### config.mk
export PLATFORM = sky130hd
export DESIGN_NAME = mem32_ctrl
export DESIGN_NICKNAME = d
export VERILOG_FILES = /design/src/rtl/mem32_pkg.sv /design/src/rtl/rr_arb2.sv /design/src/rtl/mem32_ctrl.sv
export SDC_FILE = /design/constraint.sdc
export NUM_CORES = 1
export LEC_CHECK = 0
export BUFFER_PORTS_ARGS = -buffer_cell sky130_fd_sc_hd__buf_2
export CORE_ASPECT_RATIO = 0.6
export CORE_MARGIN = 2
export CORE_UTILIZATION = 30
export DETAILED_ROUTE_END_ITERATION = 8
export HOLD_SLACK_MARGIN = 0.02
export PLACE_DENSITY_LB_ADDON = 0.2
export SLEW_MARGIN = 30
export SYNTH_ARGS = -nofsm -noshare
export SYNTH_HDL_FRONTEND = slang
export SYNTH_SLANG_ARGS = --single-unit
### constraint.sdc
create_clock -name clk -period 3.2 [get_ports clk]
set_input_delay 0.16 -clock clk [delete_from_list [all_inputs] [get_ports clk]]
set_output_delay 0.16 -clock clk [all_outputs]
set_load 0.02 [all_outputs]
### src/rtl/mem32_pkg.sv
// Shared types and sizes for the mem32 controller slice.
package mem32_pkg;

   localparam int unsigned AW    = 6;
   localparam int unsigned DW    = 32;
   localparam int unsigned DEPTH = 1 << AW;

   typedef enum logic {CLEAR, RUN} ctrl_state_t;

   typedef logic [AW-1:0] addr_t;
   typedef logic [DW-1:0] word_t;

endpackage

### src/rtl/rr_arb2.sv
// Two-way round-robin arbiter; r_last remembers the most recent winner.
module rr_arb2 (
   input  logic       clk,
   input  logic       rst_n,
   input  logic       en,
   input  logic [1:0] req,
   output logic [1:0] gnt
);

   logic r_last;

   // On a tie the port that did not win last time is granted.
   always_comb begin
      gnt = 2'b00;
      if (en) begin
         case (req)
            2'b01:   gnt = 2'b01;
            2'b10:   gnt = 2'b10;
            2'b11:   gnt = r_last ? 2'b01 : 2'b10;
            default: gnt = 2'b00;
         endcase
      end
   end

   always_ff @(posedge clk or negedge rst_n) begin
      if (!rst_n) begin
         r_last <= 1'b1;
      end else if (gnt[0]) begin
         r_last <= 1'b0;
      end else if (gnt[1]) begin
         r_last <= 1'b1;
      end
   end

endmodule

### src/rtl/mem32_ctrl.sv
// Front-end for the single-port mem32 array: clear sequencer plus
// round-robin sharing between two requesters with registered read data.
module mem32_ctrl #(
   parameter int unsigned    AW      = 6,
   parameter int unsigned    DW      = 32,
   parameter logic [DW-1:0]  CLR_VAL = '0
) (
   input  logic          clk,
   input  logic          rst_n,
   input  logic          clr_start,
   output logic          busy,
   input  logic          req0,
   input  logic          we0,
   input  logic [AW-1:0] addr0,
   input  logic [DW-1:0] wdata0,
   input  logic          req1,
   input  logic          we1,
   input  logic [AW-1:0] addr1,
   input  logic [DW-1:0] wdata1,
   output logic          gnt0,
   output logic          gnt1,
   output logic [DW-1:0] rdata0,
   output logic [DW-1:0] rdata1,
   output logic          rvalid0,
   output logic          rvalid1,
   output logic          mem_we,
   output logic [AW-1:0] mem_addr,
   output logic [DW-1:0] mem_wdata,
   input  logic [DW-1:0] mem_rdata
);

   import mem32_pkg::*;

   ctrl_state_t   r_state;
   ctrl_state_t   w_state_nxt;
   logic [AW-1:0] r_clr_cnt;
   logic [1:0]    w_gnt;
   logic          w_run;
   logic          w_mem_we;
   logic [DW-1:0] r_rdata0;
   logic [DW-1:0] r_rdata1;
   logic          r_rvalid0;
   logic          r_rvalid1;
   logic          w_rd0;
   logic          w_rd1;

   assign w_run = (r_state == RUN);

   rr_arb2 u_arb (
      .clk   (clk),
      .rst_n (rst_n),
      .en    (w_run),
      .req   ({req1, req0}),
      .gnt   (w_gnt)
   );

   always_ff @(posedge clk or negedge rst_n) begin
      if (!rst_n) begin
         r_state <= CLEAR;
      end else begin
         r_state <= w_state_nxt;
      end
   end

   // clr_start is only honoured in RUN; a running clear is never restarted.
   always_comb begin
      w_state_nxt = r_state;
      case (r_state)
         CLEAR:   if (r_clr_cnt == {AW{1'b1}}) w_state_nxt = RUN;
         RUN:     if (clr_start) w_state_nxt = CLEAR;
         default: w_state_nxt = CLEAR;
      endcase
   end

   // Counter wraps to zero on the last clear edge and is held at zero in RUN.
   always_ff @(posedge clk or negedge rst_n) begin
      if (!rst_n) begin
         r_clr_cnt <= '0;
      end else if (r_state == CLEAR) begin
         r_clr_cnt <= r_clr_cnt + AW'(1);
      end else begin
         r_clr_cnt <= '0;
      end
   end

   always_comb begin
      w_mem_we  = 1'b0;
      mem_addr  = '0;
      mem_wdata = '0;
      if (r_state == CLEAR) begin
         w_mem_we  = 1'b1;
         mem_addr  = r_clr_cnt;
         mem_wdata = CLR_VAL;
      end else if (w_gnt[0]) begin
         w_mem_we  = we0;
         mem_addr  = addr0;
         mem_wdata = wdata0;
      end else if (w_gnt[1]) begin
         w_mem_we  = we1;
         mem_addr  = addr1;
         mem_wdata = wdata1;
      end
   end

   // Never let a write slip into the array while reset is held.
   assign mem_we = w_mem_we & rst_n;

   assign w_rd0 = w_gnt[0] & ~we0;
   assign w_rd1 = w_gnt[1] & ~we1;

   always_ff @(posedge clk or negedge rst_n) begin
      if (!rst_n) begin
         r_rdata0  <= '0;
         r_rdata1  <= '0;
         r_rvalid0 <= 1'b0;
         r_rvalid1 <= 1'b0;
      end else begin
         r_rvalid0 <= w_rd0;
         r_rvalid1 <= w_rd1;
         if (w_rd0) r_rdata0 <= mem_rdata;
         if (w_rd1) r_rdata1 <= mem_rdata;
      end
   end

   assign busy    = (r_state == CLEAR);
   assign gnt0    = w_gnt[0];
   assign gnt1    = w_gnt[1];
   assign rdata0  = r_rdata0;
   assign rdata1  = r_rdata1;
   assign rvalid0 = r_rvalid0;
   assign rvalid1 = r_rvalid1;

endmodule

==> flow_results.xml, run 1 <==
<?xml version="1.0" encoding="UTF-8"?>
<metrics>
  <group name="run_status">
    <metric name="outcome" unit="">completed</metric>
  </group>
  <group name="layout">
    <metric name="fillers" unit="">1044</metric>
    <metric name="multiInputGateArea" unit="sq um">1316</metric>
    <metric name="area_delta_synth_final" unit="%">47.93</metric>
    <metric name="mostFrequentLayoutCell" unit="">sky130_fd_sc_hd__buf_2</metric>
    <metric name="diodes" unit="">0</metric>
    <metric name="final_layout_size_suffix_gt1_share" unit="%">66.52</metric>
    <metric name="design.final.nets" unit="">571</metric>
    <metric name="most-common-layout-cells" unit="">221 x sky130_fd_sc_hd__buf_2, 73 x sky130_fd_sc_hd__dfrtp_1, 59 x sky130_fd_sc_hd__mux2_2</metric>
    <metric name="regArea" unit="sq um">1853</metric>
  </group>
  <group name="clocking">
    <metric name="cts_buffer_depth" unit="">2</metric>
    <metric name="postCtsSetupBuffers" unit="">0</metric>
    <metric name="clkLatencyLatePin" unit="ns">0.33</metric>
    <metric name="numClockSinks" unit="">74</metric>
    <metric name="clock_pin_slew_on_the_worst_setup_and_hold_paths" unit="ns">0.06</metric>
    <metric name="cts-htree-levels" unit="">3</metric>
    <metric name="clk_root_buffer_cell" unit="">sky130_fd_sc_hd__clkbuf_16</metric>
    <metric name="cts_buffers" unit="">9</metric>
    <metric name="cts_tree" unit="">built</metric>
  </group>
  <group name="timing">
    <metric name="hold_slack" unit="ns">0.06141</metric>
    <metric name="finalSetupViolations" unit="">0</metric>
    <metric name="unrepaired_setup_endpoints_after_global_routing" unit="">no</metric>
    <metric name="period_minus_slack" unit="ns">2.259</metric>
    <metric name="hold_violations" unit="">0</metric>
    <metric name="tightestPinTransition" unit="ns">0.8725</metric>
    <metric name="finalSetupTns" unit="ns">0</metric>
    <metric name="max_freq" unit="MHz">442.8</metric>
    <metric name="skew" unit="ns">0.003842</metric>
    <metric name="finalCritPeriodShare" unit="%">70.58</metric>
    <metric name="slew_viol_final" unit="">0</metric>
    <metric name="slew_headroom" unit="%">41.83</metric>
  </group>
  <group name="critical_path">
    <metric name="worstPathArrival" unit="ns">2.10</metric>
    <metric name="setup.worst_path.end_class" unit="">primary output</metric>
    <metric name="r2r.worst_path.cells" unit="">3</metric>
    <metric name="cp-start-kind" unit="">register</metric>
    <metric name="timing.reg2reg.setup_slack" unit="ns">1.08</metric>
    <metric name="critPathMaxFanout" unit="">37</metric>
    <metric name="required_time_of_the_critical_path" unit="ns">3.04</metric>
    <metric name="r2r-start" unit="">u_arb.r_last</metric>
    <metric name="criticalPathCategory" unit="">register to primary output</metric>
    <metric name="timing.critical_path.slowest_stage_cell" unit="">sky130_fd_sc_hd__dfrtp_1</metric>
    <metric name="cp_slowest_stage_delay" unit="ns">0.64</metric>
    <metric name="r2r-end" unit="">rdata0[31]</metric>
    <metric name="setup.worst_path.start" unit="">r_state</metric>
    <metric name="crit_path_cell_trace" unit="">nand2_1 &gt; a21oi_2 &gt; buf_4 &gt; a22o_1 &gt; buf_2</metric>
  </group>
  <group name="drt">
    <metric name="drt_iter0_markers" unit="">95</metric>
    <metric name="detail_route.vias_per_cell" unit="">4.616</metric>
    <metric name="post-route-drc-count" unit="">0</metric>
    <metric name="ant_nets" unit="">0</metric>
    <metric name="detailedRoute.firstPassIterationCount" unit="">4</metric>
    <metric name="routed_wirelength" unit="um">9629</metric>
    <metric name="wl_per_cell" unit="um">16.08</metric>
    <metric name="via_count" unit="">2765</metric>
  </group>
  <group name="floorplanning">
    <metric name="floorplan.initialDensity" unit="%">30.94</metric>
    <metric name="die_height" unit="um">85.11</metric>
    <metric name="placeableCoreArea" unit="sq um">10630</metric>
    <metric name="fp-row-count" unit="">29</metric>
    <metric name="i_o_pins" unit="">223</metric>
    <metric name="die-area" unit="sq um">11850</metric>
    <metric name="floorplan.die.width" unit="um">139.2</metric>
  </group>
  <group name="power_and_ir_drop">
    <metric name="p_leak" unit="nW">2.700</metric>
    <metric name="powerDensity" unit="nW/um^2">764.0</metric>
    <metric name="max-vdd-ir-drop" unit="mV">0.3651</metric>
  </group>
  <group name="yosys">
    <metric name="synth.net_count" unit="">348</metric>
    <metric name="synth_async_sr_flop_share" unit="%">100.0</metric>
    <metric name="proportion_of_netlist_area_held_by_the_largest_area_contributor" unit="%">55.53</metric>
    <metric name="synth_top_area_cell" unit="">sky130_fd_sc_hd__dfrtp_1</metric>
    <metric name="synth_area_per_inst" unit="sq um">14.18</metric>
    <metric name="cells_after_synthesis" unit="">232</metric>
    <metric name="yosys-top-cells-area" unit="">sky130_fd_sc_hd__dfrtp_1 56%, sky130_fd_sc_hd__mux2_2 20%, sky130_fd_sc_hd__a22o_1 8.5%, sky130_fd_sc_hd__buf_6 2.1%, sky130_fd_sc_hd__mux2_1 1.7%</metric>
    <metric name="ys_types" unit="">32</metric>
    <metric name="synth-seq-area-share" unit="%">56.33</metric>
    <metric name="post_synthesis_instance_area" unit="sq um">3289</metric>
    <metric name="synthesis.yosys.warnings" unit="">0</metric>
    <metric name="ys_ff_latch" unit="">74</metric>
    <metric name="synth_flop_type" unit="">sky130_fd_sc_hd__dfrtp_1</metric>
    <metric name="number_of_enable_flip_flop_cells_after_synthesis" unit="">0</metric>
  </group>
  <group name="global_route">
    <metric name="overflow" unit="">0</metric>
    <metric name="grt_pass1_wl" unit="um">15010</metric>
    <metric name="total_routing_usage_gr" unit="%">16.12</metric>
    <metric name="grt_start_max_net_pins" unit="">54</metric>
    <metric name="antenna_found_initial" unit="">0</metric>
    <metric name="first_global_vias" unit="">2741</metric>
  </group>
  <group name="placement">
    <metric name="port_buffers" unit="">222</metric>
    <metric name="post-dp-hpwl" unit="um">7332</metric>
    <metric name="routabilityCongestion" unit="">0.7871</metric>
  </group>
  <group name="job">
    <metric name="maxCapViolCount" unit="">0</metric>
  </group>
  <group name="hold_path">
    <metric name="timing.hold.worst_endpoint" unit="">rdata0[21]</metric>
    <metric name="hold_path.class" unit="">primary input to register</metric>
    <metric name="min_from" unit="">mem_rdata[21]</metric>
    <metric name="hold-path-cell-count" unit="">2</metric>
  </group>
</metrics>
## layout make-up
type                    count  area share [%]
flip-flops and latches     74           38.08
inverters                   1         0.07714
repair buffers            228           24.17
multi-input cells         141           27.05
well taps                 139           3.574
clock inverters             7           2.417
clock buffers               9           4.628
## metal layers
| layer | track usage [%] | wire [um] |
|---|---|---|
| met1 | 23.85 | 4695 |
| met5 | 0 | 0 |
| met2 | 22.26 | 4104 |
| met3 | 6.490 | 765 |
| met4 | 3.030 | 62 |
## report_power, final
group / switching (W) / total (W) / internal, W
registers: 0.000166 / 0.00138 / 0.00122
clock network: 0.000378 / 0.00114 / 0.000761
logic: 0.000687 / 0.00120 / 0.000510
total: 0.00123 / 0.00372 / 0.00249
## what timing repair did
item | 4_1_cts | 5_1_grt
gates resized for setup | 0 | 0
hold buffers | 2 | 0
endpoints found under the hold margin | 22 | 0
setup endpoints to repair | 0 | 0
## logic make-up (layout without fill, tap and decap cells)
family,after synthesis,in the layout,share of synthesized area [%]
AO/OA/AOI/OAI,45,45,11.53
XOR/XNOR,3,3,0.7989
adder cells (fa/ha/maj),1,1,0.3803
buffers and inverters,17,245,3.689
flip-flops,74,74,56.33
multiplexers,64,64,21.91
AND/OR/NAND/NOR,28,28,5.364
## cell usage after synthesis (2+ instances only)
master and n:
sky130_fd_sc_hd__dfrtp_1 73, sky130_fd_sc_hd__mux2_2 59, sky130_fd_sc_hd__clkbuf_1 2, sky130_fd_sc_hd__buf_6 6, sky130_fd_sc_hd__a21oi_1 2, sky130_fd_sc_hd__nor2_1 5
sky130_fd_sc_hd__a31oi_1 3, sky130_fd_sc_hd__buf_2 7, sky130_fd_sc_hd__a22o_1 32, sky130_fd_sc_hd__nand3_1 6, sky130_fd_sc_hd__mux2_1 5, sky130_fd_sc_hd__xor2_1 2
sky130_fd_sc_hd__a221o_1 4, sky130_fd_sc_hd__and4_1 4, sky130_fd_sc_hd__nand2_1 5
## worst max path at each step
stage	end	slack [ns]	cells past startpoint
4_1_cts	mem_wdata[15]	0.95	5
3_5_place_dp	rdata0[31]	1.04	3
5_1_grt	mem_wdata[15]	0.81	5
6_report	mem_wdata[15]	0.94	5
3_3_place_gp	rdata0[4]	1.07	3
2_1_floorplan	mem_wdata[22]	1.55	5
## flip-flops by register name (all words and copies together) (netlist names)
name	flops
r_clr_cnt	6
r_state	1
rdata0	32
rdata1	32
rvalid0	1
rvalid1	1
u_arb.r_last	1
## through the flow
step,util [%],setup WS [ns],area (sq um),std cells,power (W)
after floorplan,-,1.554,3289,232,0.002122
after global placement,42.36,1.066,4503,581,0.002584
after detailed placement,42.36,1.042,4503,581,0.002603
after CTS,45.77,0.9500,4866,599,0.003773
after global routing,45.77,0.8100,4866,599,0.003941
final,45.77,0.9415,4866,599,0.003718
## critical path, delay by kind of cell (launching register included)
family	cells	cell delay, ns
flip-flops	1	0.64
buffers and inverters	2	0.54
AO/OA/AOI/OAI	2	0.37
AND/OR/NAND/NOR	1	0.20
(Power assumes the default switching activity.)
==> run 2: changes to the inputs <==
clock period = 2.1 ns   (was 3.2 ns; I/O delays follow)
==> flow_results.xml, run 2 (synthesis gave the netlist of run 1 again) <==
<?xml version="1.0" encoding="UTF-8"?>
<metrics>
  <group name="critical_path">
    <metric name="critPathMaxFanout" unit="">33</metric>
    <metric name="worstPathArrival" unit="ns">1.86</metric>
    <metric name="required_time_of_the_critical_path" unit="ns">2.00</metric>
    <metric name="timing.reg2reg.setup_slack" unit="ns">0.38</metric>
    <metric name="setup.worst_path.end_class" unit="">primary output</metric>
    <metric name="cp_slowest_stage_delay" unit="ns">0.57</metric>
    <metric name="timing.critical_path.slowest_stage_cell" unit="">sky130_fd_sc_hd__dfstp_2</metric>
    <metric name="crit_path_cell_trace" unit="">nand2b_4 &gt; and3_1 &gt; buf_6 &gt; a22o_1 &gt; buf_2</metric>
    <metric name="criticalPathCategory" unit="">register to primary output</metric>
    <metric name="cp-start-kind" unit="">register</metric>
  </group>
  <group name="power_and_ir_drop">
    <metric name="p_leak" unit="nW">2.811</metric>
    <metric name="max-vdd-ir-drop" unit="mV">0.4731</metric>
    <metric name="netSwitchingFraction" unit="%">35.34</metric>
    <metric name="internal_power" unit="W">0.003473</metric>
    <metric name="power.share.sequential" unit="%">39.1</metric>
    <metric name="power_frac_comb" unit="%">35.2</metric>
    <metric name="clock_power_share" unit="%">25.8</metric>
    <metric name="powerDensity" unit="nW/um^2">1045</metric>
    <metric name="net-switching-power" unit="W">0.001898</metric>
  </group>
  <group name="floorplanning">
    <metric name="floorplan.die.width" unit="um">139.2</metric>
    <metric name="placeableCoreArea" unit="sq um">10630</metric>
    <metric name="die-area" unit="sq um">11850</metric>
    <metric name="die_height" unit="um">85.11</metric>
    <metric name="i_o_pins" unit="">223</metric>
    <metric name="fp-row-count" unit="">29</metric>
    <metric name="floorplan.initialDensity" unit="%">30.94</metric>
  </group>
  <group name="placement">
    <metric name="port_buffers" unit="">222</metric>
    <metric name="postPlaceCellArea" unit="sq um">4533</metric>
    <metric name="place_ws" unit="ns">0.3759</metric>
    <metric name="routabilityCongestion" unit="">0.7590</metric>
    <metric name="post-dp-hpwl" unit="um">7570</metric>
  </group>
  <group name="clocking">
    <metric name="postCtsSetupBuffers" unit="">0</metric>
    <metric name="clock_pin_slew_on_the_worst_setup_and_hold_paths" unit="ns">0.06</metric>
    <metric name="numClockSinks" unit="">74</metric>
    <metric name="cts_buffers" unit="">9</metric>
    <metric name="clkLatencyLatePin" unit="ns">0.33</metric>
    <metric name="clk_root_buffer_cell" unit="">sky130_fd_sc_hd__clkbuf_16</metric>
    <metric name="cts_buffer_depth" unit="">2</metric>
    <metric name="cts-htree-levels" unit="">3</metric>
    <metric name="cts_tree" unit="">built</metric>
  </group>
  <group name="layout">
    <metric name="final_layout_size_suffix_gt1_share" unit="%">62.42</metric>
    <metric name="most-common-layout-cells" unit="">221 x sky130_fd_sc_hd__buf_2, 73 x sky130_fd_sc_hd__dfrtp_1, 59 x sky130_fd_sc_hd__mux2_2</metric>
    <metric name="mostFrequentLayoutCell" unit="">sky130_fd_sc_hd__buf_2</metric>
    <metric name="layout.core_utilization" unit="%">48.33</metric>
    <metric name="fillers" unit="">980</metric>
    <metric name="area_delta_synth_final" unit="%">56.22</metric>
    <metric name="diodes" unit="">0</metric>
    <metric name="summed_area_of_non_filler_cells_in_the_final_layout" unit="sq um">5139</metric>
    <metric name="design.final.nets" unit="">606</metric>
  </group>
  <group name="drt">
    <metric name="routed_wirelength" unit="um">10030</metric>
    <metric name="wl_met2" unit="um">4404</metric>
    <metric name="route.layer.met1.wl" unit="um">4884</metric>
    <metric name="routed.top_layer" unit="">met4</metric>
    <metric name="drt_iter0_markers" unit="">137</metric>
    <metric name="detail_route.vias_per_cell" unit="">4.626</metric>
    <metric name="wl_per_cell" unit="um">15.82</metric>
    <metric name="post-route-drc-count" unit="">0</metric>
    <metric name="via_count" unit="">2933</metric>
    <metric name="detailedRoute.firstPassIterationCount" unit="">4</metric>
    <metric name="route.met3.wl" unit="um">680</metric>
    <metric name="ant_nets" unit="">0</metric>
  </group>
  <group name="timing">
    <metric name="skew" unit="ns">0.007170</metric>
    <metric name="hold_slack" unit="ns">0.03516</metric>
    <metric name="finalSetupViolations" unit="">0</metric>
    <metric name="finalCritPeriodShare" unit="%">93.56</metric>
    <metric name="finalSetupTns" unit="ns">0</metric>
    <metric name="max_freq" unit="MHz">509.0</metric>
    <metric name="unrepaired_setup_endpoints_after_global_routing" unit="">no</metric>
    <metric name="tightestPinTransition" unit="ns">0.3889</metric>
    <metric name="slew_headroom" unit="%">74.08</metric>
    <metric name="period_minus_slack" unit="ns">1.965</metric>
    <metric name="slew_viol_final" unit="">0</metric>
    <metric name="post-route-worst-setup-slack" unit="ns">0.1353</metric>
    <metric name="hold_violations" unit="">0</metric>
  </group>
  <group name="global_route">
    <metric name="total_routing_usage_gr" unit="%">17.04</metric>
    <metric name="grt_pass1_wl" unit="um">15810</metric>
    <metric name="grt_start_max_net_pins" unit="">38</metric>
    <metric name="antenna_found_initial" unit="">0</metric>
    <metric name="first_global_vias" unit="">2948</metric>
    <metric name="overflow" unit="">0</metric>
  </group>
  <group name="hold_path">
    <metric name="hold_path.class" unit="">primary input to register</metric>
  </group>
  <group name="job">
    <metric name="maxCapViolCount" unit="">0</metric>
  </group>
  <group name="run_status">
    <metric name="outcome" unit="">completed</metric>
  </group>
</metrics>
==> run 2: cell types whose count changed in the layout (fill, tap and decap cells not counted), sizes merged <==
cell / before / now
dlygate4sd3: 2 / 33
buf: 226 / 230
bufinv: 3 / 0
clkinvlp: 0 / 2
clkbuf: 9 / 10
clkinv: 5 / 4
inv: 0 / 1
==> run 2: what timing repair did <==
action | in CTS | in global routing
hold endpoints to repair | 73 | 0
resized for setup | 0 | 1
hold buffers | 33 | 0
endpoints found under the setup margin | 0 | 31
==> run 2: path summary, 6_finish.rpt <==
check	cells after the start	from	endpoint
worst max-delay path	5	u_arb.r_last	mem_wdata[18]
worst min-delay path	2	mem_rdata[26]	rdata1[26]
worst max register to register	4	u_arb.r_last	rdata0[23]
worst min register to register	1	r_clr_cnt[0]	r_clr_cnt[0]
max in group asynchronous	3	rst_n	rdata0[28]
min in group asynchronous	2	rst_n	rdata0[10]
==> run 2: layer usage <==
metal,vias to the layer above,track usage [%]
met2,101,24.63
met5,-,0
li1,1389,-
met3,7,6.659
met4,0,3.949
met1,1436,24.19
==> run 2: area by class of cell <==
type	instances	area, sq um	share of cell area (%)
flip-flops and latches	74	1853	36.06
repair buffers	263	1520	29.58
multi-input cells	141	1316	25.61
clock buffers	10	229.0	4.456
well taps	139	173.9	3.384
clock inverters	6	42.54	0.8279
inverters	1	3.754	0.07305
==> run 2: critical path: cells and delay by family, from the launching register on <==
family / cells / cell delay (ns)
compound gates: 1 / 0.19
buf+inv: 2 / 0.42
flops: 1 / 0.57
simple gates: 2 / 0.36
==> run 2: power by group through the flow <==
stage | clock (W) | sequential (W) | combinational, W
final | 0.00138 | 0.00210 | 0.00189
after floorplan | 0 | 0.00253 | 0.000706
after CTS | 0.00144 | 0.00210 | 0.00190
after global routing | 0.00152 | 0.00216 | 0.00204
after detailed placement | 0 | 0.00212 | 0.00185
after global placement | 0 | 0.00211 | 0.00183
==> run 2: through the flow <==
stage	std cells	power [W]
global placement	585	0.003936
floorplan	232	0.003234
finish	634	0.005371
CTS	634	0.005448
detailed placement	585	0.003974
global route	634	0.005721
